`config.mk`:
```
export PLATFORM = sky130hd
export DESIGN_NAME = load_unit
export DESIGN_NICKNAME = d
export VERILOG_FILES = /design/src/rtl/load_pkg.sv /design/src/rtl/load_extract.sv /design/src/rtl/load_unit.sv
export SDC_FILE = /design/constraint.sdc
export NUM_CORES = 1
export LEC_CHECK = 0
export ABC_AREA = 0
export CORE_MARGIN = 3
export CORE_UTILIZATION = 44
export DETAILED_ROUTE_END_ITERATION = 12
export PLACE_DENSITY = 0.92
export REMOVE_ABC_BUFFERS = 1
export SLEW_MARGIN = 30
export SYNTH_ARGS = -nofsm -noshare
export SYNTH_HDL_FRONTEND = slang
export SYNTH_SLANG_ARGS = --single-unit
```
`constraint.sdc`:
```
create_clock -name clk -period 2 [get_ports clk]
set_input_delay 0.2 -clock clk [delete_from_list [all_inputs] [get_ports clk]]
set_output_delay 0.2 -clock clk [all_outputs]
set_load 0.01 [all_outputs]
```
`src/rtl/load_pkg.sv`:
```
// -----------------------------------------------------------------------------
// load_pkg
// Shared definitions for the load unit: load-type encodings, the FSM state
// type and small decode helpers used by load_unit and load_extract.
// Optional feature macro consumed by users of this package: LOAD_MISALIGN_TRAP_EN.
// -----------------------------------------------------------------------------
package load_pkg;

    // Load-type encodings presented on the op port
    localparam logic [2:0] OP_LB  = 3'b000;
    localparam logic [2:0] OP_LH  = 3'b001;
    localparam logic [2:0] OP_LW  = 3'b010;
    localparam logic [2:0] OP_LBU = 3'b100;
    localparam logic [2:0] OP_LHU = 3'b101;

    // Load FSM states
    typedef enum logic [1:0] {
        ST_IDLE = 2'b00,
        ST_REQ  = 2'b01,
        ST_WAIT = 2'b10,
        ST_RSP  = 2'b11
    } state_e;

    // True for the five defined load types
    function automatic logic op_is_legal(input logic [2:0] op);
        logic legal;
        case (op)
            OP_LB, OP_LH, OP_LW, OP_LBU, OP_LHU: legal = 1'b1;
            default:                             legal = 1'b0;
        endcase
        return legal;
    endfunction

    // True when the byte offset is not naturally aligned for the access size
    function automatic logic op_is_misaligned(input logic [2:0] op, input logic [1:0] offset);
        logic mis;
        case (op)
            OP_LH, OP_LHU: mis = offset[0];
            OP_LW:         mis = (offset != 2'b00);
            default:       mis = 1'b0;
        endcase
        return mis;
    endfunction

endpackage

```
`src/rtl/load_extract.sv`:
```
// -----------------------------------------------------------------------------
// load_extract
// Combinational byte/half/word selection from a 32-bit memory word plus sign or
// zero extension according to the load type.
// Ports:
//   i_op     [2:0]  load type (load_pkg OP_* encodings)
//   i_offset [1:0]  byte offset of the load within the word
//   i_rdata  [31:0] memory read word
//   o_data   [31:0] extended load result (0 for an undefined op)
// -----------------------------------------------------------------------------
module load_extract
    import load_pkg::*;
(
    input  logic [2:0]  i_op,
    input  logic [1:0]  i_offset,
    input  logic [31:0] i_rdata,
    output logic [31:0] o_data
);

    logic [7:0]  w_byte;
    logic [15:0] w_half;

    // Misaligned halves are truncated to the half selected by offset[1]
    assign w_byte = i_rdata[{i_offset, 3'b000} +: 8];
    assign w_half = i_rdata[{i_offset[1], 4'b0000} +: 16];

    // Extension per load type
    always_comb begin
        o_data = 32'd0;
        case (i_op)
            OP_LB:   o_data = {{24{w_byte[7]}}, w_byte};
            OP_LH:   o_data = {{16{w_half[15]}}, w_half};
            OP_LW:   o_data = i_rdata;
            OP_LBU:  o_data = {24'd0, w_byte};
            OP_LHU:  o_data = {16'd0, w_half};
            default: o_data = 32'd0;
        endcase
    end

endmodule

```
`src/rtl/load_unit.sv`:
```
// -----------------------------------------------------------------------------
// load_unit
// Executes one CPU load at a time: issues a single word-aligned memory read,
// waits for read data (bounded by TIMEOUT_CYC cycles), extracts and extends
// the addressed byte/half/word and returns a one-cycle response.
// Parameters:
//   TIMEOUT_CYC  maximum WAIT cycles before the load reports a bus error
// Optional feature macro:
//   LOAD_MISALIGN_TRAP_EN  when defined, misaligned lh/lhu/lw fault without a
//                          memory access; when undefined they are truncated.
// Ports:
//   clk, rst_n                 clock, asynchronous active-low reset
//   req_valid/req_ready        load request handshake (ready only in IDLE)
//   op[2:0], addr[31:0]        load type and byte address
//   mem_rd_en, mem_addr[31:0]  one-cycle read strobe and aligned address
//   mem_rvalid, mem_rdata      memory read data return
//   rsp_valid, rsp_data, rsp_err  one-cycle response; data/err held afterwards
// -----------------------------------------------------------------------------
module load_unit
    import load_pkg::*;
#(
    parameter int TIMEOUT_CYC = 16
) (
    input  logic        clk,
    input  logic        rst_n,
    input  logic        req_valid,
    output logic        req_ready,
    input  logic [2:0]  op,
    input  logic [31:0] addr,
    output logic        mem_rd_en,
    output logic [31:0] mem_addr,
    input  logic        mem_rvalid,
    input  logic [31:0] mem_rdata,
    output logic        rsp_valid,
    output logic [31:0] rsp_data,
    output logic        rsp_err
);

    localparam int CNT_W = (TIMEOUT_CYC > 1) ? $clog2(TIMEOUT_CYC) : 1;
    localparam logic [CNT_W-1:0] CNT_LAST = CNT_W'(TIMEOUT_CYC - 1);

    state_e             r_state;
    logic [CNT_W-1:0]   r_cnt;
    logic [2:0]         r_op;
    // Only the byte offset is needed after issue; mem_addr is built at accept
    logic [1:0]         r_offset;
    logic               r_req_ready;
    logic               r_mem_rd_en;
    logic [31:0]        r_mem_addr;
    logic               r_rsp_valid;
    logic [31:0]        r_rsp_data;
    logic               r_rsp_err;

    logic               w_trap;
    logic               w_fault;
    logic               w_timeout;
    logic [31:0]        w_ext_data;

`ifdef LOAD_MISALIGN_TRAP_EN
    assign w_trap = op_is_misaligned(op, addr[1:0]);
`else
    assign w_trap = 1'b0;
`endif

    assign w_fault   = !op_is_legal(op) || w_trap;
    assign w_timeout = (r_cnt == CNT_LAST);

    load_extract u_extract (
        .i_op     (r_op),
        .i_offset (r_offset),
        .i_rdata  (mem_rdata),
        .o_data   (w_ext_data)
    );

    // Load FSM with wait counter and registered outputs
    always_ff @(posedge clk or negedge rst_n) begin
        if (!rst_n) begin
            r_state     <= ST_IDLE;
            r_cnt       <= '0;
            r_op        <= 3'b000;
            r_offset    <= 2'b00;
            r_req_ready <= 1'b1;
            r_mem_rd_en <= 1'b0;
            r_mem_addr  <= 32'd0;
            r_rsp_valid <= 1'b0;
            r_rsp_data  <= 32'd0;
            r_rsp_err   <= 1'b0;
        end else begin
            case (r_state)
                ST_IDLE: begin
                    if (req_valid && r_req_ready) begin
                        r_op        <= op;
                        r_offset    <= addr[1:0];
                        r_req_ready <= 1'b0;
                        r_cnt       <= '0;
                        if (w_fault) begin
                            // Faulting loads skip the memory entirely
                            r_state     <= ST_RSP;
                            r_rsp_valid <= 1'b1;
                            r_rsp_err   <= 1'b1;
                            r_rsp_data  <= 32'd0;
                        end else begin
                            r_state     <= ST_REQ;
                            r_mem_rd_en <= 1'b1;
                            r_mem_addr  <= {addr[31:2], 2'b00};
                        end
                    end else begin
                        r_req_ready <= 1'b1;
                    end
                end
                ST_REQ: begin
                    r_state     <= ST_WAIT;
                    r_mem_rd_en <= 1'b0;
                    r_mem_addr  <= 32'd0;
                    r_cnt       <= '0;
                end
                ST_WAIT: begin
                    // Data wins over a timeout in the same cycle
                    if (mem_rvalid) begin
                        r_state     <= ST_RSP;
                        r_rsp_valid <= 1'b1;
                        r_rsp_err   <= 1'b0;
                        r_rsp_data  <= w_ext_data;
                    end else if (w_timeout) begin
                        r_state     <= ST_RSP;
                        r_rsp_valid <= 1'b1;
                        r_rsp_err   <= 1'b1;
                        r_rsp_data  <= 32'd0;
                    end else begin
                        r_cnt <= r_cnt + CNT_W'(1);
                    end
                end
                ST_RSP: begin
                    r_state     <= ST_IDLE;
                    r_rsp_valid <= 1'b0;
                    r_req_ready <= 1'b1;
                end
                default: begin
                    r_state     <= ST_IDLE;
                    r_cnt       <= '0;
                    r_req_ready <= 1'b1;
                    r_mem_rd_en <= 1'b0;
                    r_mem_addr  <= 32'd0;
                    r_rsp_valid <= 1'b0;
                end
            endcase
        end
    end

    assign req_ready = r_req_ready;
    assign mem_rd_en = r_mem_rd_en;
    assign mem_addr  = r_mem_addr;
    assign rsp_valid = r_rsp_valid;
    assign rsp_data  = r_rsp_data;
    assign rsp_err   = r_rsp_err;

endmodule

```
## Word level (Yosys, flattened, before mapping)

Index checks and enable logic that the tools add are counted.
W data, S select, Z words.

| storage, ports and cells | value |
|---|---|
| register bits after elaboration | 79 |
| input bits | 71 |
| logic and storage cells | 78 |

| cells by class | value |
|---|---|
| add/sub/neg operators | 1 |
| equal/unequal tests | 18 |
| shifts and indexed selects | 2 |
| multiplexer cells | 31 |
| reduce and logical (&&, ||, !) cells | 16 |

Operators by type and width:

| cell | count |
|---|---|
| $mux W32 | 6 |
| $pmux W32 S5 | 1 |
| $pmux W32 S2 | 2 |
| $shiftx A32 B6 Y16 | 1 |
| $shiftx A32 B6 Y8 | 1 |
| $eq A3 B3 Y1 const B | 4 |
| $mux W4 | 3 |
| $pmux W4 S3 | 1 |
| $reduce_and A4 Y1 | 3 |
| $ne A2 B2 Y1 const B | 5 |
| $mux W1 | 9 |
| $mux W2 | 4 |
| $pmux W2 S4 | 1 |
| $eq A3 B1 Y1 const B | 2 |
| $eq A3 B2 Y1 const B | 2 |
| $logic_not A3 Y1 | 2 |
| $pmux W1 S2 | 3 |
| $reduce_bool A2 Y1 | 3 |
| $reduce_bool A3 Y1 | 2 |
| $reduce_or A5 Y1 | 1 |
| $add A4 B1 Y4 const B | 1 |
| $eq A2 B2 Y1 const B | 2 |
| $eq A4 B4 Y1 const B | 1 |
| $reduce_and A2 Y1 | 2 |
| 6 further kinds | 6 |

## Logic depth before layout (Yosys ltp)

Gate-level depths: netlist (run 1).

| depth | value |
|---|---|
| word-level depth | 6 |
| depth in mapped cells | 8 |

## By module

A second synthesis (run 1) with hierarchy kept.

| unflattened totals | value |
|---|---|
| cell total of the unflattened synthesis | 404 |
| area, all modules | 4234.1 um^2 |

By module, submodules not included:

| module | times used | cells each | area each (um^2) | seq. area each (um^2) |
|---|---|---|---|---|
| load_unit | 1 | 287 | 3412.0 | 1928.1 |
| load_extract | 1 | 117 | 822.0 | 0.0 |

## Worst setup path after synthesis (run 1)

Ideal clock, no wire load.

| path | value |
|---|---|
| path type | reg2reg |
| from | reg r_state[0] |
| to | reg r_rsp_data[16] (netlist: rsp_data[16]) |
| library setup time | 0.078 ns |
| arrival time | 1.789 ns |
| slack | 0.134 ns |
| stages on the path, launching flop included | 9 |
| clock period less this slack | 1.866 ns |
| cells stage by stage | dfrtp_1 > inv_1 > ha_1 > nand3_4 > a2bb2oi_2 > or3_1 > buf_6 > buf_8 > o2bb2ai_1 |

| on the way | value |
|---|---|
| word-level cells in the longest chain between the ends | 3 |

Ends and longest elaborated chain:

| item | line | text |
|---|---|---|
| from (decl) | load_unit.sv:42 | `state_e r_state;` |
| from (signal assigned) | load_unit.sv:78 | `r_state <= ST_IDLE;` |
| from (signal assigned) | load_unit.sv:98 | `r_state <= ST_RSP;` |
| from (signal assigned) | load_unit.sv:103 | `r_state <= ST_REQ;` |
| $eq A2 B2 Y1 or $logic_not A2 Y1 (tied branches) | load_unit.sv:89 | `case (r_state)` |
| $ne A3 B3 Y1 (no source line), or another cell as far along | n/a |  |
| $reduce_and A4 Y1 (no source line) | n/a |  |
| to (signal assigned) | load_unit.sv:123 | `r_rsp_data <= w_ext_data;` |
| to (decl) | load_unit.sv:51 | `logic [31:0] r_rsp_data;` |

Parallel ways exist; a longest one is shown, timed or not.
A chain may end at the register's enable or synchronous reset.

## Worst setup path in the final report (run 1)

| path | value |
|---|---|
| from | reg r_state[0] |
| to | reg r_rsp_data[28] (netlist: rsp_data[28]) |

The elaborated chain is that of the path after synthesis.

==> impl_metrics.tcl, run 1 <==
set metrics [dict create \
    status "finished, final reports clean" \
    synthCells 293 \
    synth-seq-area-share 0.530 \
    finalNonFillerCells 539 \
    ios 139 \
    power_leakage_uw 0.00227 \
    grt_overflow 0 \
    tns_ns 0 \
    syn_to_final_growth_pct 49.1 \
    crit_buf_inv 2 \
    cellPowerDensity_mw_per_mm2 1500 \
    setup.worst_path.class "flop to flop" \
    grt_pass1_vias 3336 \
    cts_root_buf "clkbuf_8" \
    dpl.hpwl_um 7470 \
    switchingPower_uw 2930 \
    cap_violations 0 \
    cp.arrival_ns 2.15 \
    dr_total_vias 3198 \
    cts_tree "built" \
    cts_setup_buffers 0 \
    p_int_uw 5170 \
    clock_skew_ns 0.0108 \
    gp_congestion 0.868 \
    clock_sinks 77 \
    grt_usage 0.222 \
    cp_slowest_stage_delay_ns 0.42 \
    ant_nets 0 \
    start_kind "flop" \
    vias_per_cell 5.93 \
    routed_wl_um 10300 \
    p_clk_frac 0.174 \
    nets 511 \
    syn_area_per_cell_um2 12.4 \
    antenna_cells 0 \
    p_comb_frac 0.501 \
    dpl_cell_area_mm2 0.00515 \
    fmax_mhz 529 \
    path_cells "inv_1 > ha_4 > nand3_4 > a2bb2oi_2 > or3_1 > buf_12 > o2bb2ai_1" \
    slowest_stage "dfrtp_1" \
    drt_iter0_drc 153 \
    clk_latency_ns 0.35 \
    regArea_mm2 0.00193 \
    synth_ff_type "dfrtp_1" \
    async_reset_ff_frac 1.00 \
    drc_errors 0 \
    relSlewSlack 0.547 \
    die_x_um 96.9 \
    end_kind "flop" \
    drive_gt1_frac 0.142 \
    grt_start_max_net_pins 51 \
    multi_input_area_mm2 0.00156 \
    cts_max_path_buffers 2 \
    fp-row-count 32 \
    die_y_um 96.9 \
    synth-seq-cells 77 \
    hold_violations 0 \
    worst_slack_ns 0.111 \
    synthDistinctLibCells 47 \
    p_seq_frac 0.325 \
    portBuffers 136 \
    syn_area_mm2 0.00363 \
    die-area_mm2 0.00939 \
    dp.cells 523 \
    final_area_mm2 0.00542 \
    initial_utilization 0.461 \
    fin_crit_ns 1.89 \
    swShare 0.362 \
    grt_pass1_wl_um 16900 \
    finalMaxSlewViolations 0 \
    cts_buffers 9 \
    worstMarginPinSlew_ns 0.679 \
    wl_per_cell_um 19.0 \
    htreeDepth 3 \
    ir_drop_mv 0.800 \
    grt_antenna_before_repair 0 \
    ys_warn_count 0 \
    dp_slack_ns 0.0384 \
    critPathRequiredTime_ns 2.26 \
    synth_edf_count 0 \
    hold_path_class "input port to async pin" \
    path_clk_slew_ns 0.08 \
    final-setup-viol-count 0 \
    coreArea_mm2 0.00789 \
    crit_fanout 27 \
    finalCritPeriodShare 0.944 \
    dr.pass1.iters 6 \
    fill_cells 549 \
    cpLargestDelayFamily "simple AND/OR/NAND/NOR gates" \
]
## through the flow
stage,power [µW],utilization,hold slack [ns]
CTS,8090,0.685,0.308
floorplan,4640,-,-0.0956
detailed placement,6650,0.654,0.148
global route,8590,0.687,0.325
finish,8100,0.687,0.324
global placement,6490,0.654,0.142
## sequential cells by signal, indices dropped and copies added, names as in the netlist, 2 cells and up
| name | flops |
|---|---|
| rsp_data | 32 |
| r_cnt | 4 |
| r_offset | 2 |
| r_op | 3 |
| r_state | 2 |
| mem_addr | 30 |
## timing repair
action	in CTS	in global routing
hold endpoints to repair	27	0
endpoints found under the setup margin	0	48
gates resized for setup	0	3
hold buffers	1	0
## kinds of logic after synthesis
family | count (synthesis) | share of synthesized area
other | 1 | 0.00103
and+or+nand+nor | 32 | 0.0534
adders and majority gates | 7 | 0.0241
AOI/OAI and AO/OA | 127 | 0.283
buffers and inverters | 32 | 0.0492
muxes | 17 | 0.0585
DFF | 77 | 0.530
## metal layers
metal  track usage  share of wire  vias to the layer above  wire, µm
met1         0.299           0.42                     1546      4300
met4        0.0799          0.016                        0       165
met5             0              0                        -         0
met2         0.348           0.47                      201      4790
li1              -              -                     1433         -
met3        0.0555          0.097                       18       997
## Yosys cell counts (2+ instances only)
cell	count	area, µm²
buf_8	2	30.0
nand2_1	4	15.0
a221oi_1	8	70.1
mux2_2	14	158
ha_1	7	87.6
buf_4	2	15.0
nor2b_1	2	12.5
inv_1	6	22.5
buf_2	5	25.0
nor3_1	3	15.0
clkbuf_1	11	41.3
nor2_1	7	26.3
mux4_2	2	45.0
nand3_1	2	10.0
a21o_1	3	22.5
o31ai_1	5	37.5
dfrtp_1	76	1900
and3b_1	2	17.5
buf_1	3	11.3
o21ai_0	11	55.1
a22o_1	34	298
a222oi_1	8	80.1
nand2b_1	2	12.5
nor3b_1	2	15.0
o2bb2ai_1	27	236
buf_6	3	33.8
a21oi_1	6	30.0
or2_2	2	12.5
a22oi_1	16	120
## final cells by class
| type | instances | area share |
|---|---|---|
| clock inverter | 6 | 0.0206 |
| sequential | 77 | 0.356 |
| timing repair buffer | 154 | 0.285 |
| inverter | 6 | 0.00416 |
| clock buffer | 9 | 0.0229 |
| multi-input combinational | 185 | 0.288 |
| tap | 102 | 0.0236 |
## placed cells by master, fill, tap and decap left out, types with 3 or more instances in the layout
cell | netlist | layout
a21o_1 | 3 | 3
a21oi_1 | 6 | 5
a221oi_1 | 8 | 8
a222oi_1 | 8 | 8
a22o_1 | 34 | 34
a22oi_1 | 16 | 16
buf_12 | 0 | 4
buf_4 | 2 | 14
bufinv_16 | 0 | 3
clkbuf_8 | 0 | 9
clkdlybuf4s50_1 | 0 | 135
dfrtp_1 | 76 | 76
ha_1 | 7 | 5
inv_1 | 6 | 6
mux2_2 | 14 | 14
nand2_1 | 4 | 4
nor2_1 | 7 | 6
o21ai_0 | 11 | 11
o2bb2ai_1 | 27 | 27
o31ai_1 | 5 | 5
## path summary, 6_finish.rpt
check	startpoint	endpoint	slack (ns)	cells past startpoint
setup reg to reg	r_state[0]	rsp_data[28]	0.11	7
setup / recovery	r_state[0]	rsp_data[28]	0.11	7
min in group clk	addr[26]	mem_addr[26]	0.44	2
hold / removal	rst_n	rsp_data[9]	0.32	2
max in group asynchronous	rst_n	req_ready	1.04	3
hold reg to reg	rsp_data[11]	rsp_data[11]	0.50	1
## power groups by stage
stage | Sequential (µW) | Combinational, µW | Clock (µW)
after floorplan | 2800 | 1840 | 0
after global placement | 2620 | 3870 | 0
after detailed placement | 2630 | 4020 | 0
after CTS | 2630 | 4030 | 1430
after global routing | 2720 | 4380 | 1490
final | 2630 | 4060 | 1410
Power figures use the tool's default switching activity.
==> run 2, diff against run 1 <==
CORE_UTILIZATION = 40   (was 44)
CTS_CLUSTER_SIZE = 12   (was not set)
PLACE_DENSITY = 0.89   (was 0.92)
clock period = 1.6 ns   (was 2 ns; I/O delays follow)
==> run 2 against run 1 <==
Net effect:
- the flow now finishes with violations (negative setup slack)
- combinational power up 70%
- sequential power up 25%
- clock skew up 0.00058 ns
- critical path type unchanged
- fmax up 4.0%
- setup slack worse by 0.33 ns
- non-clock buffer count up 43
- sequential share of layout area down 4.2 points
- die area up 9.4%
- register-to-register slack worse by 0.33 ns
==> impl_metrics.tcl, run 2 (synthesis results as in run 1) <==
set metrics [dict create \
    status "finished with violations" \
    violations "negative setup slack" \
    die_x_um 101 \
    end_kind "flop" \
    dpl_cell_area_mm2 0.00537 \
    dp.cells 555 \
    die-area_mm2 0.0103 \
    cpLargestDelayFamily "compound AO/OA/AOI/OAI gates" \
    fin_util 0.702 \
    cts_max_path_buffers 2 \
    grt_start_max_net_pins 38 \
    finalCritPeriodShare 1.14 \
    path_clk_slew_ns 0.09 \
    clock_skew_ns 0.0114 \
    cellPowerDensity_mw_per_mm2 1900 \
    grt_antenna_before_repair 1 \
    slowest_stage "a222oi_1" \
    most-common-layout-cells "clkdlybuf4s50_1 (134), dfrtp_1 (75), buf_4 (44)" \
    power_leakage_uw 0.00256 \
    cap_violations 0 \
    gp_congestion 0.938 \
    fin_crit_ns 1.82 \
    clk_latency_ns 0.35 \
    ant_nets 0 \
    cts_root_buf "clkbuf_8" \
    cts_buffers 9 \
    dp_slack_ns -0.304 \
    setup.worst_path.class "flop to flop" \
    rsz0062_at_grt "yes" \
    grt_usage 0.229 \
    initial_utilization 0.415 \
    antenna_cells 0 \
    final-setup-viol-count 68 \
    nets 554 \
    fmax_mhz 551 \
    largest_reg_flops 32 \
    path_cells "buf_6 > nor2b_1 > and2_2 > a222oi_1 > o31ai_4" \
    ir_drop_mv 0.906 \
    die_y_um 101 \
    coreArea_mm2 0.00876 \
    cts_tree "built" \
    drive_gt1_frac 0.295 \
    dpl.hpwl_um 8030 \
    relSlewSlack 0.544 \
    crit_fanout 11 \
    grt_overflow 0 \
    critPathRequiredTime_ns 1.83 \
    grt_pass1_vias 3666 \
    worst_slack_ns -0.216 \
    vias_per_cell 5.97 \
    finalMaxSlewViolations 0 \
    finalNonFillerCells 589 \
    crit_buf_inv 1 \
    portBuffers 136 \
    hold_violations 0 \
    dr.pass1.iters 5 \
    htreeDepth 3 \
    ios 139 \
    layout_commonest_cell "clkdlybuf4s50_1" \
    cp.arrival_ns 2.04 \
    cp_slowest_stage_delay_ns 0.64 \
    dr_total_vias 3514 \
    clock_sinks 77 \
    start_kind "flop" \
    fp-row-count 34 \
    routed_wl_um 12900 \
    hold_path_class "input port to async pin" \
    grt_pass1_wl_um 18400 \
    syn_to_final_growth_pct 69.3 \
    drc_errors 0 \
    fill_cells 585 \
    drt_iter0_drc 241 \
    worstMarginPinSlew_ns 0.684 \
    wl_per_cell_um 22.0 \
    final_area_mm2 0.00615 \
]
## run 2: cell types whose count changed in the layout (fill, tap and decap cells not counted), sizes merged
cell	delta
buf	+38
bufinv	-2
clkbuf	+7
clkdlybuf4s50	-1
clkinv	-1
clkinvlp	+3
dlygate4sd2	+1
inv	-1
## run 2: repair_timing
| item | CTS | global route |
|---|---|---|
| resized for setup | 29 | 37 |
| pin swaps | 1 | 7 |
| setup buffers | 4 | 6 |
| cloned | 1 | 6 |
| setup endpoints to repair | 72 | 70 |
| hold endpoints to repair | 52 | 0 |
| hold buffers | 1 | 0 |
## run 2: per-stage QoR
stage / power (µW) / hold slack [ns] / TNS, ns
finish: 11700 / 0.214 / -6.40
global route: 12300 / 0.244 / -11.29
CTS: 10700 / 0.211 / -1.70
detailed placement: 8740 / 0.0442 / -12.21
global placement: 8530 / 0.0355 / -8.74
floorplan: 5800 / -0.136 / -51.18
## run 2: path summary, 6_finish.rpt
check	from	to	slack (ns)	depth (start not counted)
hold / removal	rst_n	rsp_data[26]	0.21	2
hold reg to reg	rsp_data[8]	rsp_data[8]	0.50	1
min in group clk	addr[29]	mem_addr[29]	0.40	2
setup / recovery	r_offset[1]	rsp_data[5]	-0.22	5
setup reg to reg	r_offset[1]	rsp_data[5]	-0.22	5
max in group asynchronous	rst_n	req_ready	0.73	3
## run 2: metal layers
layer	track usage	wire length, µm	vias up
met5	0	8	-
met4	0.120	412	2
met3	0.0634	1260	38
met2	0.368	6440	237
met1	0.281	4810	1717
li1	-	-	1520
## run 2: layout make-up
| class | instances | area, µm² | area share |
|---|---|---|---|
| clock buffer | 11 | 141 | 0.0230 |
| multi-input combinational | 185 | 1840 | 0.299 |
| inverter | 6 | 22.5 | 0.00366 |
| sequential | 77 | 1930 | 0.313 |
| clock inverter | 5 | 60.1 | 0.00976 |
| timing repair buffer | 197 | 2020 | 0.329 |
| tap | 108 | 135 | 0.0220 |
## run 2: where the power goes
part,internal (µW),switching [µW]
sequential,2710,582
combinational,3730,3170
clock,764,756
